File: src/rtl/cond_unit.sv
// Condition-evaluation unit: decodes the instruction condition against the
// registered NZCV flags, gates the decoder's write/branch requests, and holds the flag register.
module cond_unit #(
  parameter logic [3:0] RESET_FLAGS = 4'b0000
) (
  input  logic       clk,
  input  logic       rst_n,
  input  logic [3:0] cond,
  input  logic [3:0] alu_flags,
  input  logic [1:0] flag_w,
  input  logic       stall,
  input  logic       pcs_in,
  input  logic       reg_w_in,
  input  logic       mem_w_in,
  input  logic       no_write,
  output logic       pcsrc,
  output logic       reg_write,
  output logic       mem_write,
  output logic       cond_ex,
  output logic [3:0] flags_q
);

  logic [3:0] r_flags;
  logic       w_cond_ex;
  logic       w_upd_nz;
  logic       w_upd_cv;

  // Evaluates a condition code against flags ordered {N,Z,C,V}.
  function automatic logic cond_eval(input logic [3:0] c, input logic [3:0] f);
    logic n, z, cy, v;
    n  = f[3];
    z  = f[2];
    cy = f[1];
    v  = f[0];
    case (c)
      4'b0000: cond_eval = z;
      4'b0001: cond_eval = ~z;
      4'b0010: cond_eval = cy;
      4'b0011: cond_eval = ~cy;
      4'b0100: cond_eval = n;
      4'b0101: cond_eval = ~n;
      4'b0110: cond_eval = v;
      4'b0111: cond_eval = ~v;
      4'b1000: cond_eval = cy & ~z;
      4'b1001: cond_eval = ~cy | z;
      4'b1010: cond_eval = (n == v);
      4'b1011: cond_eval = (n != v);
      4'b1100: cond_eval = ~z & (n == v);
      4'b1101: cond_eval = z | (n != v);
      4'b1110: cond_eval = 1'b1;
      default: cond_eval = 1'b1;
    endcase
  endfunction

  // Condition uses only the flags from before the current instruction.
  always_comb begin
    w_cond_ex = cond_eval(cond, r_flags);
    w_upd_nz  = ~stall & w_cond_ex & flag_w[1];
    w_upd_cv  = ~stall & w_cond_ex & flag_w[0];
  end

  // Flag register; stall and a failed condition both freeze it.
  always_ff @(posedge clk or negedge rst_n) begin
    if (!rst_n) begin
      r_flags <= RESET_FLAGS;
    end else begin
      if (w_upd_nz) begin
        r_flags[3:2] <= alu_flags[3:2];
      end else begin
        r_flags[3:2] <= r_flags[3:2];
      end
      if (w_upd_cv) begin
        r_flags[1:0] <= alu_flags[1:0];
      end else begin
        r_flags[1:0] <= r_flags[1:0];
      end
    end
  end

  assign cond_ex   = w_cond_ex;
  assign pcsrc     = pcs_in & w_cond_ex;
  assign mem_write = mem_w_in & w_cond_ex;
  assign reg_write = reg_w_in & w_cond_ex & ~no_write;
  assign flags_q   = r_flags;

endmodule

File: config.mk
export PLATFORM = sky130hd
export DESIGN_NAME = cond_unit
export DESIGN_NICKNAME = d
export VERILOG_FILES = /design/src/rtl/cond_unit.sv
export SDC_FILE = /design/constraint.sdc
export NUM_CORES = 1
export LEC_CHECK = 0
export CORE_AREA = 5 5 42 44
export DETAILED_ROUTE_END_ITERATION = 8
export DIE_AREA = 0 0 47 49
export PLACE_DENSITY_LB_ADDON = 0.1
export REMOVE_ABC_BUFFERS = 1
export SYNTH_ARGS = -nofsm -noshare
export SYNTH_HDL_FRONTEND = slang
export SYNTH_SLANG_ARGS = --single-unit
File: constraint.sdc
create_clock -name clk -period 3.7 [get_ports clk]
set_input_delay 0.555 -clock clk [delete_from_list [all_inputs] [get_ports clk]]
set_output_delay 0.555 -clock clk [all_outputs]
set_load 0.005 [all_outputs]
==> results of run 1 <==
[power by group through the flow]
stage	registers, mW	clock network [mW]	logic (mW)
5_1_grt	0.115	0.0631	0.237
3_3_place_gp	0.109	0	0.220
3_5_place_dp	0.109	0	0.221
6_report	0.107	0.0542	0.218
2_1_floorplan	0.101	0	0.115
4_1_cts	0.109	0.0567	0.222
[worst paths after layout]
| kind | start | end | slack [ps] | depth (start not counted) |
|---|---|---|---|---|
| hold / removal | rst_n | flags_q[0] | 520 | 1 |
| hold reg to reg | flags_q[1] | flags_q[1] | 620 | 1 |
| min in group clk | flags_q[1] | flags_q[1] | 620 | 1 |
| max in group asynchronous | rst_n | flags_q[2] | 3010 | 1 |
| setup / recovery | cond[3] | reg_write | 360 | 7 |
| setup reg to reg | flags_q[3] | flags_q[2] | 1840 | 5 |
[final cells by class]
class / count / share of cell area [%]
clock buffer: 3 / 3.175
inverter: 4 / 2.116
multi-input combinational: 32 / 43.92
sequential: 4 / 14.11
tap: 16 / 2.822
timing repair buffer: 24 / 33.86
[critical path, cell delays in order]
cell and delay [ps]:
clkdlybuf4s50_1 710, nor3b_2 230, a21oi_1 70, o32ai_2 330, nor3_1 170, nor3b_1 200
clkdlybuf4s50_1 530
[cell usage after synthesis (all sizes together) (2+ instances only)]
master and n:
dfrtp 4, inv 4, o32ai 2, nor2b 2, buf 2, o311ai 2
nor3b 3, a21oi 2, nand2 3, xnor2 3, mux2 4
[stage by stage]
step | utilization [%] | hold slack [ps] | setup WS [ps]
global placement | 49.02 | 598.9 | 353.4
detailed placement | 49.02 | 612.1 | 347.3
finish | 50.63 | 523.2 | 362.8
CTS | 50.63 | 523.9 | 339.8
floorplan | - | 259.4 | 1647
global route | 50.63 | 526.9 | 218.4
[per-layer routing]
layer	routed length [microns]	track usage (%)
met2	487	14.25
met4	0	5.530
met3	110	2.952
met1	480	13.33
met5	0	0
[logic make-up (layout without fill, tap and decap cells)]
family                 after synthesis  count (layout)
buffers and inverters                7              31
AND/OR/NAND/NOR                     12              12
multiplexers                         5               5
AO/OA/AOI/OAI                       12              12
flip-flops                           4               4
XOR/XNOR                             3               3
==> summary.txt, run 1 <==
Outcome
  – Status: complete, no violations

Global routing
  – Largest net degree at the start of global routing: 12
  – Total global-route track usage: 10.11%
  – Vias in the first global route: 403
  – Global-route wire length before repair: 1683 microns
  – Remaining global-route overflow: 0
  – Initial antenna violation count: 0

Pwr
  – Seq pwr share: 28.3%
  – Max IR drop VDD: 0.0003053 V
  – Power Density: 534.8 nW/um^2
  – Leakage: 0.2621 nW
  – Sw frac: 37.40%
  – Overall Power: 379.4 uW
  – Clock Power Share: 14.3%
  – Pint: 237.5 uW
  – Switch Pwr: 141.9 uW
  – Comb pwr share: 57.4%

Synthesis
  – Total number of yosys warnings: 0
  – Compound-gate portion of the synthesized area: 34.17%
  – Async SR Flop Fraction: 100.0%
  – Share of the synthesized area in the top cell type: 22.41%
  – Number of synthesized flops with an enable pin: 0
  – Cell area after synthesis: 446.7 sq um
  – Syn_area_per_cell: 10.39 sq um
  – Post-Synth Simple-Gate Area: between 10% and 20%
  – Cells after Synth: 43
  – Largest family of logic cells by synthesized area: compound AO/OA/AOI/OAI gates
  – XOR/XNOR share of the synthesized area: 5.882%
  – Post-synthesis mux area share: 12.32%
  – Netlist cell types: 25
  – Post-Synth Adder-Cell Area: 0%
  – Cell taking the most area after synthesis: dfrtp_1
  – Post-synth top flop: dfrtp_1
  – Synthesis-stage register bit count: 4
  – Synth area leaders: dfrtp_1, mux2_1, o311ai_2
  – Sequential area share after synthesis: 22.41%

Placement
  – Port Buffers: 24
  – Placer's final routability congestion estimate: 0.7392
  – Post-DP Area: 686.9 sq um
  – Placed Cells: 80
  – DP HPWL: 889.7 microns

Run
  – Max-cap violations: 0

Min path
  – Worst hold-check path type: in2async

Timing
  – F_max: 299.7 MHz
  – RSZ-0062 raised after global routing: no
  – Fin. Hold Viols: 0
  – Setup TNS: 0 ps
  – Final setup viols: 0
  – Crit path time final: 3337 ps
  – Worst slew pin tran: 426.0 ps
  – Normalized max-slew margin: 71.38%
  – Pins Over Slew Limit: 0
  – Final period util: 90.20%
  – Skew final: 0.4309 ps

Final layout
  – Area grow syn2layout: 58.82%
  – Most common cell after layout, fill and taps aside: clkdlybuf4s50_1
  – Post-Layout Cell Count: 83
  – Antenna diodes: 0
  – Most frequent cells in the layout: clkdlybuf4s50_1, inv_1, mux2_1, dfrtp_1
  – Number of fill cells in the layout: 125
  – Multi-input logic area: 311.5 sq um
  – Storage element area: 100.1 sq um
  – Share of cells above drive strength 1: between 10% and 20%
  – Max reg flops: 4
  – Final net count: 86
  – Non-Filler Cell Area, Final: 709.4 sq um

Clock tree
  – Clock sink total: 4
  – H-tree depth: 1
  – CTS-repair resized insts: 0
  – CTS tree: built
  – Root Driver: clkbuf_4
  – Bufs on Longest Clock Path: 2
  – Skew-Pair Late Insertion Delay: 230 ps
  – Cts hold-fix bufs: 0
  – CTS buffer count: 3
  – Setup Buffers After CTS: 0
  – Clk slew on worst S/H paths: approximately 40 ps

Route
  – Final wirelength: ~1100 microns
  – First drt pass iteration count: 2
  – Via count: approximately 420
  – Residual DRC: 0
  – Antenna Nets Post-Route: 0
  – 1st-iter DRT viols: 3
  – Via density: 5.036
  – Routed wire length per instance: 12.99 microns

Floorplan
  – Starting density of the core: between 30% and 40%
  – Die Span Y: 49 microns
  – Num ports: 25
  – Die area: 2303 sq um
  – Core box area: 1401 sq um
  – Die span in x: 47 microns
  – Row cnt: 14

Setup path
  – Crit path required time: roughly 3100 ps
  – CP Capture Type: output port
  – CP Max Fanout: 11
  – Critical Path AT: 2780 ps
  – Startpoint type of the worst setup path: input pin
  – Crit Path Category: in2out
Note: power is estimated with default switching activity, not from simulation.
==> run 2: changes to the inputs <==
--- a/config.mk
+++ b/config.mk
@@ -6,6 +6,7 @@
 export NUM_CORES = 1
 export LEC_CHECK = 0
 export CORE_AREA = 5 5 42 44
+export CTS_CLUSTER_DIAMETER = 50
 export DETAILED_ROUTE_END_ITERATION = 8
 export DIE_AREA = 0 0 47 49
 export PLACE_DENSITY_LB_ADDON = 0.1
==> results of run 2 <==
No change in the layout: final DEF, timing and power equal those of run 1.
